### config.mk
export PLATFORM = sky130hd
export DESIGN_NAME = iter_shift_ctrl_flat
export DESIGN_NICKNAME = d
export VERILOG_FILES = /design/src/rtl/iter_shift_ctrl_if.sv /design/src/rtl/iter_shift_ctrl.sv /design/src/flat_wrapper.sv
export SDC_FILE = /design/constraint.sdc
export NUM_CORES = 1
export LEC_CHECK = 0
export BUFFER_PORTS_ARGS = -buffer_cell sky130_fd_sc_hd__buf_2
export CORE_MARGIN = 5
export CORE_UTILIZATION = 48
export CTS_CLUSTER_SIZE = 14
export DETAILED_ROUTE_END_ITERATION = 7
export GPL_TIMING_DRIVEN = 0
export HOLD_SLACK_MARGIN = 0.05
export PLACE_DENSITY = 0.76
export SYNTH_ARGS = -nofsm -noshare
export SYNTH_HDL_FRONTEND = slang
export SYNTH_SLANG_ARGS = --single-unit
### constraint.sdc
create_clock -name clk -period 1.2 [get_ports clk]
set_input_delay 0 -clock clk [delete_from_list [all_inputs] [get_ports clk]]
set_output_delay 0 -clock clk [all_outputs]
set_load 0.005 [all_outputs]
### src/rtl/iter_shift_ctrl_if.sv
// Start/done handshake and operand bus between execute-stage control and
// the iterative shift/rotate sequencer.
interface iter_shift_ctrl_if #(
    parameter int WIDTH = 16,
    parameter int CNT_W = 4
);
    logic             start;
    logic [1:0]       Op;
    logic [WIDTH-1:0] In;
    logic [CNT_W-1:0] Cnt;
    logic             ready;
    logic             busy;
    logic             done;
    logic [WIDTH-1:0] Out;

    modport master (
        output start, Op, In, Cnt,
        input  ready, busy, done, Out
    );

    modport slave (
        input  start, Op, In, Cnt,
        output ready, busy, done, Out
    );
endinterface

### src/rtl/iter_shift_ctrl.sv
// Iterative 16-bit shift/rotate sequencer: one step per cycle until the count is spent.
// Define ITER_SHIFT_SKIP4_EN to take 4-bit steps while at least 4 remain.
module iter_shift_ctrl #(
    parameter int WIDTH = 16,
    parameter int CNT_W = 4
) (
    input  logic             clk,
    input  logic             rst,
    iter_shift_ctrl_if.slave bus
);

    typedef enum logic [1:0] {
        ST_IDLE = 2'b00,
        ST_RUN  = 2'b01,
        ST_DONE = 2'b10
    } state_t;

    localparam logic [1:0] OP_ROL = 2'b00;
    localparam logic [1:0] OP_SLL = 2'b01;
    localparam logic [1:0] OP_ROR = 2'b10;
    localparam logic [1:0] OP_SRL = 2'b11;

    localparam logic [CNT_W-1:0] ONE = CNT_W'(1);

    state_t           state, state_nxt;
    logic [WIDTH-1:0] work, work_nxt;
    logic [CNT_W-1:0] rem, rem_nxt;
    logic [1:0]       op_q, op_nxt;
    logic [WIDTH-1:0] out_hold, out_hold_nxt;

    function automatic logic [WIDTH-1:0] step1(input logic [WIDTH-1:0] w,
                                               input logic [1:0]       op);
        case (op)
            OP_ROL:  step1 = {w[WIDTH-2:0], w[WIDTH-1]};
            OP_SLL:  step1 = {w[WIDTH-2:0], 1'b0};
            OP_ROR:  step1 = {w[0], w[WIDTH-1:1]};
            default: step1 = {1'b0, w[WIDTH-1:1]};
        endcase
    endfunction

`ifdef ITER_SHIFT_SKIP4_EN
    localparam logic [CNT_W-1:0] FOUR = CNT_W'(4);

    // Equivalent to four consecutive step1() calls with the same op.
    function automatic logic [WIDTH-1:0] step4(input logic [WIDTH-1:0] w,
                                               input logic [1:0]       op);
        case (op)
            OP_ROL:  step4 = {w[WIDTH-5:0], w[WIDTH-1:WIDTH-4]};
            OP_SLL:  step4 = {w[WIDTH-5:0], 4'b0000};
            OP_ROR:  step4 = {w[3:0], w[WIDTH-1:4]};
            default: step4 = {4'b0000, w[WIDTH-1:4]};
        endcase
    endfunction
`endif

    always_comb begin
        state_nxt    = state;
        work_nxt     = work;
        rem_nxt      = rem;
        op_nxt       = op_q;
        out_hold_nxt = out_hold;

        case (state)
            ST_RUN: begin
`ifdef ITER_SHIFT_SKIP4_EN
                if (rem >= FOUR) begin
                    work_nxt = step4(work, op_q);
                    rem_nxt  = rem - FOUR;
                end else begin
                    work_nxt = step1(work, op_q);
                    rem_nxt  = rem - ONE;
                end
`else
                work_nxt = step1(work, op_q);
                rem_nxt  = rem - ONE;
`endif
                if (rem_nxt == '0) begin
                    state_nxt = ST_DONE;
                end
            end
            ST_DONE: begin
                // Latch the result so Out keeps it after the done cycle.
                out_hold_nxt = work;
                state_nxt    = ST_IDLE;
            end
            default: begin
                state_nxt = ST_IDLE;
            end
        endcase

        // Accept from IDLE or DONE; overrides the DONE->IDLE default above.
        if (bus.start && (state != ST_RUN)) begin
            work_nxt  = bus.In;
            rem_nxt   = bus.Cnt;
            op_nxt    = bus.Op;
            state_nxt = (bus.Cnt == '0) ? ST_DONE : ST_RUN;
        end
    end

    always_ff @(posedge clk) begin
        if (!rst) begin
            state    <= ST_IDLE;
            work     <= '0;
            rem      <= '0;
            op_q     <= OP_ROL;
            out_hold <= '0;
        end else begin
            state    <= state_nxt;
            work     <= work_nxt;
            rem      <= rem_nxt;
            op_q     <= op_nxt;
            out_hold <= out_hold_nxt;
        end
    end

    assign bus.ready = (state != ST_RUN);
    assign bus.busy  = (state == ST_RUN);
    assign bus.done  = (state == ST_DONE);
    assign bus.Out   = (state == ST_DONE) ? work : out_hold;

endmodule

### src/flat_wrapper.sv
// flat-port wrapper written by rule: the top's interface ports become plain ports
module iter_shift_ctrl_flat 
#(
    parameter int WIDTH = 16,
    parameter int CNT_W = 4
)
  (clk, rst, bus_start, bus_Op, bus_In, bus_Cnt, bus_ready, bus_busy, bus_done, bus_Out);
  iter_shift_ctrl_if #(.WIDTH(WIDTH), .CNT_W(CNT_W)) bus_i ();
  input  logic clk;
  input  logic rst;
  input wire logic [$bits(bus_i.start)-1:0] bus_start;
  input wire logic [$bits(bus_i.Op)-1:0] bus_Op;
  input wire logic [$bits(bus_i.In)-1:0] bus_In;
  input wire logic [$bits(bus_i.Cnt)-1:0] bus_Cnt;
  output wire logic [$bits(bus_i.ready)-1:0] bus_ready;
  output wire logic [$bits(bus_i.busy)-1:0] bus_busy;
  output wire logic [$bits(bus_i.done)-1:0] bus_done;
  output wire logic [$bits(bus_i.Out)-1:0] bus_Out;
  assign bus_i.start = bus_start;
  assign bus_i.Op = bus_Op;
  assign bus_i.In = bus_In;
  assign bus_i.Cnt = bus_Cnt;
  assign bus_ready = bus_i.ready;
  assign bus_busy = bus_i.busy;
  assign bus_done = bus_i.done;
  assign bus_Out = bus_i.Out;
  iter_shift_ctrl #(.WIDTH(WIDTH), .CNT_W(CNT_W)) u_core (.clk(clk), .rst(rst), .bus(bus_i));
endmodule
==> results of run 1 <==
==> power groups by stage <==
stage / logic [uW] / registers, uW / clock network [uW]
after global routing: 870 / 1530 / 998
after global placement: 571 / 1540 / 0
after CTS: 736 / 1510 / 951
after detailed placement: 578 / 1540 / 0
final: 791 / 1520 / 920
after floorplan: 430 / 1510 / 0
==> layout by cell type, fill, tap and decap left out, drive strengths merged <==
cell	n
and3	19
mux2	14
o21ai	7
or2	1
dfxtp	40
a32oi	1
o221ai	1
nand3	3
nor2	7
inv	6
nor3b	1
nor4	1
dlygate4sd3	3
nor3	1
ha	2
o211ai	4
o311ai	1
nand2b	2
mux2i	28
nand3b	1
clkbuf	13
nand2	40
buf	67
a21oi	2
nor2b	2
a21boi	4
and2	17
a31oi	2
==> cell families (layout without fill, tap and decap cells) <==
kind of cell	count (synthesis)	count (layout)	synth area share
and+or+nand+nor	95	95	0.236
muxes	42	42	0.227
DFF	40	40	0.398
AOI/OAI and AO/OA	22	22	0.0716
buffers and inverters	22	89	0.0548
adders and majority gates	2	2	0.0124
==> stage by stage <==
step                      total power (uW)   util  hold slack (ns)  area, um^2
after CTS                             3200  0.671           0.0516        2710
after floorplan                       1940      -            0.156        2030
after detailed placement              2120  0.570            0.286        2300
after global routing                  3400  0.690           0.0676        2780
final                                 3230  0.690           0.0428        2780
after global placement                2110  0.570            0.280        2300
==> path summary, 6_finish.rpt <==
check / from / end / slack [ns]
hold / removal: bus_Cnt[2] / u_core.rem[2]$_SDFFE_PN0P_ / 0.04
setup / recovery: u_core.state[0]$_SDFFE_PN0P_ / bus_Out[12] / -0.20
setup reg to reg: u_core.state[1]$_SDFFE_PN0P_ / u_core.work[11]$_SDFFE_PN0P_ / -0.07
hold reg to reg: u_core.op_q[0]$_SDFFE_PN0P_ / u_core.op_q[0]$_SDFFE_PN0P_ / 0.49
==> cell type report <==
class                      count  area [um^2]  share of cell area
clock buffer                   8         90.1              0.0324
multi-input combinational    161         1220               0.438
sequential                    40          805               0.289
inverter                       6         25.0             0.00900
timing repair buffer          60          458               0.165
buffer                        15          124              0.0445
tap                           50         62.6              0.0225
==> critical path: cells and delay by family (launching register included) <==
kind | cells | cell delay, ns
DFF | 1 | 0.33
buffers and inverters | 2 | 0.27
and+or+nand+nor | 1 | 0.19
muxes | 1 | 0.32
==> metal layers <==
layer	share of wire	global-route usage	vias to the layer above
li1	-	-	891
met1	0.45	0.242	833
met2	0.49	0.322	38
met3	0.045	0.0521	9
met4	0.012	0.0494	0
met5	0	0	-
==> synth_stat cells <==
cell,number
sky130_fd_sc_hd__nand2_1,40
sky130_fd_sc_hd__a31oi_1,2
sky130_fd_sc_hd__mux2i_1,28
sky130_fd_sc_hd__nor2_1,7
sky130_fd_sc_hd__nor2b_1,2
sky130_fd_sc_hd__clkbuf_1,6
sky130_fd_sc_hd__and3_1,19
sky130_fd_sc_hd__mux2_2,9
sky130_fd_sc_hd__buf_2,7
sky130_fd_sc_hd__nor3b_1,1
sky130_fd_sc_hd__o21ai_0,7
sky130_fd_sc_hd__nand3_1,3
sky130_fd_sc_hd__nor4_1,1
sky130_fd_sc_hd__inv_1,5
sky130_fd_sc_hd__a21boi_0,4
sky130_fd_sc_hd__a32oi_1,1
sky130_fd_sc_hd__nor3_1,1
sky130_fd_sc_hd__a21oi_1,2
sky130_fd_sc_hd__o311ai_0,1
sky130_fd_sc_hd__or2_2,1
sky130_fd_sc_hd__and2_1,17
sky130_fd_sc_hd__nand3b_1,1
sky130_fd_sc_hd__nand2b_1,2
sky130_fd_sc_hd__mux2_4,5
sky130_fd_sc_hd__buf_4,1
sky130_fd_sc_hd__o221ai_1,1
sky130_fd_sc_hd__o211ai_1,4
sky130_fd_sc_hd__ha_1,2
sky130_fd_sc_hd__buf_6,2
sky130_fd_sc_hd__dfxtp_1,40
sky130_fd_sc_hd__inv_2,1
==> registers in the layout, summed over array words and instances (netlist names) <==
register / count
u_core.op_q: 2
u_core.work: 16
u_core.state: 2
u_core.rem: 4
u_core.out_hold: 16
==> what timing repair did <==
action,in CTS,in global routing
endpoints found under the hold margin,3,0
gates cloned,1,2
resized for setup,48,19
pin swaps,5,6
hold buffers,3,0
setup endpoints to repair,50,51
setup buffers,9,5
==> load_flow_metrics.sql, run 1 <==
INSERT INTO impl_metrics (metric_group, metric, value, unit) VALUES
('power_and_ir_drop', 'power.share.switching', '0.279', ''),
('clock_network', 'clkLatencyLatePin', '0.29', 'ns'),
('floorplanning', 'die_h', '74.7', 'um'),
('setup_path', 'ff2ff_path_depth', '5', ''),
('yosys', 'synth-seq-cells', '40', ''),
('sta', 'maxClockFrequency', '0.715', 'GHz'),
('sta', 'setup-tns-final', '-3.99', 'ns'),
('clock_network', 'cts_tree', 'yes', ''),
('cells_and_area', 'layout.filler_cells', '314', ''),
('clock_network', 'cts.reportedPaths.clkPinSlew', '0.08', 'ns'),
('sta', 'worst_slew_pin_slew', '0.453', 'ns'),
('global_route', 'grt_start_max_net_pins', '12', ''),
('min_path', 'worstHoldPathCells', '3', ''),
('flow_run', 'max_cap_viol_count', '0', ''),
('global_route', 'grt_pass1_wl', '8220', 'um'),
('setup_path', 'timing.critical_path.fanout_max', '6', ''),
('sta', 'final_max_slew_viols', '0', ''),
('detailed_routing', 'initialDrtViolationCount', '88', ''),
('placement', 'dp.cells', '314', ''),
('setup_path', 'cp_data_required_time', '1.20', 'ns'),
('clock_network', 'count_of_h_tree_levels_built_during_cts', '2', ''),
('cells_and_area', 'fraction_of_final_layout_cells_sized_beyond_drive_strength_1', '0.393', ''),
('global_route', 'number_of_antenna_violations_at_the_first_check_in_global_routing', '0', ''),
('setup_path', 'crit_path_start_kind', 'register', ''),
('sta', 'timing_hold_violations_final', '0', ''),
('sta', 'post_route_clock_skew', '0.00554', 'ns'),
('floorplanning', 'initial_core_util', '0.499', ''),
('floorplanning', 'die_span_in_x', '74.7', 'um'),
('power_and_ir_drop', 'p_clk_frac', '0.285', ''),
('yosys', 'synth_sequential_area_ratio', '0.398', ''),
('setup_path', 'critical-path-max-stage-delay', '0.33', 'ns'),
('detailed_routing', 'detail_route.wirelength', '5110', 'um'),
('setup_path', 'timing_worst_setup_path_type', 'register to output port', ''),
('detailed_routing', 'routed_length_per_instance', '15.0', 'um'),
('floorplanning', 'floorplan.io_pins', '44', ''),
('placement', 'post-dp-hpwl', '3220', 'um'),
('global_route', 'grt-ovfl-total', '0', ''),
('sta', 'final_min_period_over_clock_period', '1.17', ''),
('floorplanning', 'die_outline_area', '5580', 'um^2'),
('yosys', 'synth.yosys.warnings', '0', ''),
('detailed_routing', 'dr_vias', '1771', ''),
('setup_path', 'cpMaxStageDelayCell', 'sky130_fd_sc_hd__dfxtp_2', ''),
('global_route', 'grt_pass1_vias', '1801', ''),
('placement', 'gp_congestion', '0.765', ''),
('detailed_routing', 'postRouteAntennaNets', '0', ''),
('sta', 'final_critical_path_setup_slack', '-0.199', 'ns'),
('clock_network', 'ctsLongestPathBuffers', '2', ''),
('yosys', 'synth.area.top_cells', 'sky130_fd_sc_hd__dfxtp_1 40%, sky130_fd_sc_hd__mux2i_1 14%, sky130_fd_sc_hd__nand2_1 7.5%, sky130_fd_sc_hd__and3_1 5.9%, sky130_fd_sc_hd__and2_1 5.3%', ''),
('sta', 'max_slew_margin', '0.698', ''),
('sta', 'fin_crit', '1.40', 'ns'),
('setup_path', 'critical_path.cell_chain', 'nand2b_4, buf_8, mux2_4, buf_6', ''),
('sta', 'final-setup-viol-count', '44', ''),
('power_and_ir_drop', 'power.density_cell_area', '1160', 'nW/um^2'),
('power_and_ir_drop', 'switchingPower', '901', 'uW'),
('clock_network', 'cts-buffers-inserted', '5', ''),
('placement', 'io_buffer_count', '41', ''),
('run_status', 'violations', 'negative setup slack', ''),
('floorplanning', 'design.core.area', '4030', 'um^2'),
('run_status', 'run_status', 'finished with violations', ''),
('placement', 'pre_cts_ws', '-0.173', 'ns'),
('yosys', 'synth_area_leader_cell', 'sky130_fd_sc_hd__dfxtp_1', ''),
('min_path', 'min-delay-path-class', 'input pin to register', ''),
('yosys', 'synth_cell_types', '31', ''),
('power_and_ir_drop', 'p_leak', '0.00136', 'uW'),
('power_and_ir_drop', 'p_comb_frac', '0.245', ''),
('yosys', 'postSynthAreaPerCell', '9.02', 'um^2'),
('cells_and_area', 'areaGrowthSynthToFinish', '38.3', '%'),
('clock_network', 'cts_num_sinks', '40', ''),
('clock_network', 'ctsRootBufferMaster', 'sky130_fd_sc_hd__clkbuf_8', ''),
('detailed_routing', 'route.detailed.drc', '0', ''),
('cells_and_area', 'fin_cells', '340', '');
Note: power is estimated with default switching activity, not from simulation.
==> run 2: changes to the inputs <==
--- a/config.mk
+++ b/config.mk
@@ -5,6 +5,7 @@
 export SDC_FILE = /design/constraint.sdc
 export NUM_CORES = 1
 export LEC_CHECK = 0
+export ABC_AREA = 1
 export BUFFER_PORTS_ARGS = -buffer_cell sky130_fd_sc_hd__buf_2
 export CORE_MARGIN = 5
 export CORE_UTILIZATION = 48
==> constraint.sdc (replaced) <==
create_clock -name clk -period 1.2 [get_ports clk]
set_input_delay 0.06 -clock clk [delete_from_list [all_inputs] [get_ports clk]]
set_output_delay 0.06 -clock clk [all_outputs]
set_load 0.005 [all_outputs]
==> load_flow_metrics.sql, run 2 <==
INSERT INTO impl_metrics (metric_group, metric, value, unit) VALUES
('run_status', 'run_status', 'finished with violations', ''),
('run_status', 'violations', 'negative setup slack', ''),
('yosys', 'syn-cell-area', '2020', 'um^2'),
('global_route', 'grt_pass1_vias', '1895', ''),
('setup_path', 'critical_path.cell_chain', 'inv_2, nor2_4, clkbuf_8, or2_2, o21ai_2, inv_1, buf_2', ''),
('detailed_routing', 'highest-signal-layer', 'met4', ''),
('power_and_ir_drop', 'intPower', '2440', 'uW'),
('yosys', 'post_synth_fa_ha_maj_area_fraction', '0.0124', ''),
('sta', 'final_critical_path_setup_slack', '-0.297', 'ns'),
('yosys', 'synth-main-ff-cell', 'sky130_fd_sc_hd__dfxtp_1', ''),
('sta', 'final_min_period_over_clock_period', '1.25', ''),
('clock_network', 'cts-buffers-inserted', '5', ''),
('yosys', 'syn_inst', '297', ''),
('cells_and_area', 'most-common-layout-cells', '67 x sky130_fd_sc_hd__nand2_1, 45 x sky130_fd_sc_hd__inv_1, 44 x sky130_fd_sc_hd__buf_2', ''),
('yosys', 'synth_most_common_cell', 'sky130_fd_sc_hd__nand2_1', ''),
('setup_path', 'worstPathArrival', '1.44', 'ns'),
('power_and_ir_drop', 'power.density_cell_area', '1270', 'nW/um^2'),
('clock_network', 'ctsRootBufferMaster', 'sky130_fd_sc_hd__clkbuf_8', ''),
('yosys', 'number_of_synthesized_flops_with_an_enable_pin', '0', ''),
('clock_network', 'count_of_h_tree_levels_built_during_cts', '2', ''),
('placement', 'post-dp-hpwl', '3490', 'um'),
('detailed_routing', 'routed_length_per_instance', '13.4', 'um'),
('floorplanning', 'rows', '23', ''),
('yosys', 'postSynthAreaPerCell', '6.82', 'um^2'),
('setup_path', 'crit_path_start_kind', 'register', ''),
('sta', 'worst_slew_pin_slew', '0.538', 'ns'),
('detailed_routing', 'drtPass1Iterations', '4', ''),
('clock_network', 'cts.reportedPaths.clkPinSlew', '0.07', 'ns'),
('setup_path', 'timing.critical_path.fanout_max', '10', ''),
('placement', 'gp_congestion', '0.873', ''),
('sta', 'post_route_clock_skew', '0.00493', 'ns'),
('cells_and_area', 'most_common_cell_after_layout_fill_and_taps_aside', 'sky130_fd_sc_hd__nand2_1', ''),
('power_and_ir_drop', 'p_comb_frac', '0.291', ''),
('yosys', 'synth_area_leader_cell', 'sky130_fd_sc_hd__dfxtp_1', ''),
('clock_network', 'cts_tree', 'yes', ''),
('floorplanning', 'initial_core_util', '0.499', ''),
('setup_path', 'reg2reg_setup_slack', '-0.13', 'ns'),
('yosys', 'synth-xor-area-share', '0', ''),
('power_and_ir_drop', 'power.share.switching', '0.308', ''),
('yosys', 'synth_largest_type_area_fraction', '0.396', ''),
('detailed_routing', 'dr_vias', '2117', ''),
('global_route', 'grt_pass1_wl', '8750', 'um'),
('detailed_routing', 'drt-met1-wl', '2370', 'um'),
('sta', 'rsz0062_at_grt', 'true', ''),
('setup_path', 'cp_data_required_time', '1.14', 'ns'),
('yosys', 'synth_sequential_area_ratio', '0.396', ''),
('flow_run', 'max_cap_viol_count', '0', ''),
('placement', 'io_buffer_count', '43', ''),
('floorplanning', 'floorplan.io_pins', '44', ''),
('cells_and_area', 'final_stage_net_count', '399', ''),
('sta', 'final-setup-viol-count', '39', ''),
('yosys', 'synth_top_family_by_area', 'simple AND/OR/NAND/NOR gates', ''),
('detailed_routing', 'met2WireLength', '2820', 'um'),
('yosys', 'synth-seq-cells', '40', ''),
('power_and_ir_drop', 'power.ir.vdd_worst', '791', 'uV'),
('global_route', 'grt_start_max_net_pins', '12', ''),
('setup_path', 'critical-path-max-stage-delay', '0.33', 'ns'),
('cells_and_area', 'fraction_of_final_layout_cells_sized_beyond_drive_strength_1', '0.379', ''),
('clock_network', 'cts_num_sinks', '40', ''),
('placement', 'dp.cells', '390', ''),
('detailed_routing', 'routed-wl-met3', '400', 'um'),
('floorplanning', 'die_outline_area', '5620', 'um^2'),
('cells_and_area', 'areaGrowthSynthToFinish', '36.7', '%'),
('clock_network', 'clkLatencyLatePin', '0.30', 'ns'),
('min_path', 'min-delay-path-class', 'input pin to register', ''),
('detailed_routing', 'initialDrtViolationCount', '182', ''),
('detailed_routing', 'detail_route.wirelength', '5650', 'um'),
('detailed_routing', 'route.detailed.drc', '0', ''),
('setup_path', 'worstSetupEndpointType', 'output port', ''),
('yosys', 'synth.mux.area_fraction', '0', ''),
('min_path', 'worstHoldPathCells', '5', ''),
('yosys', 'postSynthNetCount', '324', ''),
('setup_path', 'regToRegEndpoint', 'u_core.work[8]$_SDFFE_PN0P_', ''),
('power_and_ir_drop', 'p_clk_frac', '0.273', ''),
('min_path', 'worst_hold_startpoint', 'bus_In[11]', ''),
('power_and_ir_drop', 'power_frac_seq', '0.435', ''),
('yosys', 'synth.yosys.warnings', '0', ''),
('clock_network', 'ctsLongestPathBuffers', '2', ''),
('setup_path', 'cpMaxStageDelayCell', 'sky130_fd_sc_hd__dfxtp_2', ''),
('min_path', 'worstHoldEndpoint', 'u_core.work[11]$_SDFFE_PN0P_', ''),
('sta', 'maxClockFrequency', '0.668', 'GHz'),
('floorplanning', 'design.core.area', '4060', 'um^2'),
('setup_path', 'worst_r2r_startpoint', 'u_core.state[1]$_SDFFE_PN0P_', ''),
('floorplanning', 'die_span_in_x', '74.9', 'um'),
('sta', 'fin_crit', '1.50', 'ns'),
('yosys', 'synth_commonest_cells', '68 x sky130_fd_sc_hd__nand2_1, 51 x sky130_fd_sc_hd__inv_1, 40 x sky130_fd_sc_hd__dfxtp_1, 26 x sky130_fd_sc_hd__nor2_1, 21 x sky130_fd_sc_hd__o21ai_0', ''),
('cells_and_area', 'fin_cells', '422', ''),
('cells_and_area', 'antenna_diodes', '0', ''),
('power_and_ir_drop', 'switchingPower', '1080', 'uW'),
('detailed_routing', 'vias_per_cell', '5.02', ''),
('setup_path', 'ff2ff_path_depth', '11', ''),
('yosys', 'synth_cell_types', '24', ''),
('detailed_routing', 'postRouteAntennaNets', '0', ''),
('setup_path', 'timing_worst_setup_path_type', 'register to output port', ''),
('sta', 'max_slew_margin', '0.642', ''),
('sta', 'timing_hold_violations_final', '0', ''),
('sta', 'final_max_slew_viols', '0', ''),
('yosys', 'synth_compound_area_frac', '0.158', ''),
('yosys', 'async_reset_ff_frac', '0', ''),
('floorplanning', 'die_h', '74.9', 'um'),
('power_and_ir_drop', 'p_leak', '0.00154', 'uW'),
('yosys', 'synth_simple_gate_area_share', '0.289', ''),
('sta', 'setup-tns-final', '-6.03', 'ns'),
('global_route', 'grt_use_total', '0.208', ''),
('yosys', 'synth.area.top_cells', 'sky130_fd_sc_hd__dfxtp_1 40%, sky130_fd_sc_hd__nand2_1 13%, sky130_fd_sc_hd__inv_1 9.5%, sky130_fd_sc_hd__o21ai_0 5.2%, sky130_fd_sc_hd__or2_2 4.9%', ''),
('global_route', 'grt-ovfl-total', '0', ''),
('cells_and_area', 'largest_registers', 'u_core.out_hold: 16 flops, u_core.work: 16 flops, u_core.rem: 4 flops', ''),
('global_route', 'number_of_antenna_violations_at_the_first_check_in_global_routing', '0', '');
run 2: power by group through the flow:
stage / Sequential [uW] / Combinational [uW] / Clock (uW)
floorplan: 1520 / 535 / 0
global placement: 1540 / 749 / 0
detailed placement: 1540 / 759 / 0
CTS: 1520 / 926 / 975
global route: 1550 / 1140 / 1040
finish: 1530 / 1020 / 962
run 2: per-stage QoR:
stage / power, uW / instance area [um^2] / worst slack [ns] / hold WS, ns / util
floorplan: 2060 / 2020 / 0.0501 / 0.193 / -
global placement: 2290 / 2300 / -0.140 / 0.321 / 0.567
detailed placement: 2300 / 2300 / -0.142 / 0.324 / 0.567
CTS: 3420 / 2670 / -0.284 / 0.0613 / 0.657
global route: 3720 / 2770 / -0.380 / 0.0824 / 0.682
finish: 3520 / 2770 / -0.297 / 0.0604 / 0.682
run 2: timing repair:
item / in CTS / in global routing
setup buffers: 14 / 5
gates resized for setup: 49 / 23
pin swaps: 3 / 8
gates cloned: 2 / 1
hold buffers: 3 / 0
hold endpoints to repair: 3 / 0
endpoints found under the setup margin: 49 / 50
run 2: cell families after synthesis:
logic type	count (synthesis)
compound gates	55
flops	40
buf+inv	68
simple gates	132
fa+ha+maj	2
run 2: how the worst max path moves through the flow:
stage | from | end | slack [ns] | cells after the start
after global routing | u_core.state[1]$_SDFFE_PN0P_ | bus_Out[7] | -0.38 | 7
final | u_core.state[1]$_SDFFE_PN0P_ | bus_Out[6] | -0.30 | 7
after CTS | u_core.state[1]$_SDFFE_PN0P_ | bus_Out[14] | -0.28 | 7
after detailed placement | u_core.state[1]$_SDFFE_PN0P_ | bus_Out[12] | -0.14 | 7
after floorplan | u_core.state[0]$_SDFFE_PN0P_ | u_core.work[14]$_SDFFE_PN0P_ | 0.05 | 9
after global placement | u_core.state[1]$_SDFFE_PN0P_ | bus_Out[14] | -0.14 | 7
run 2: cell type report:
class | count | area [um^2]
buffer | 13 | 129
clock buffer | 7 | 96.3
fill | 340 | 1290
inverter | 55 | 221
multi-input combinational | 190 | 1040
sequential | 40 | 808
tap | 50 | 62.6
timing repair buffer | 66 | 407
timing repair inverter | 1 | 6.26
run 2: metal layers:
metal / up-vias / track usage
met4: 0 / 0.0751
met2: 66 / 0.343
met1: 981 / 0.265
li1: 1064 / -
met3: 6 / 0.0507
met5: - / 0
run 2: critical path, delay by kind of cell, from the launching register on:
kind                   cells  cell delay (ns)
buffers and inverters      4             0.41
and+or+nand+nor            2             0.35
DFF                        1             0.33
AOI/OAI and AO/OA          1             0.07
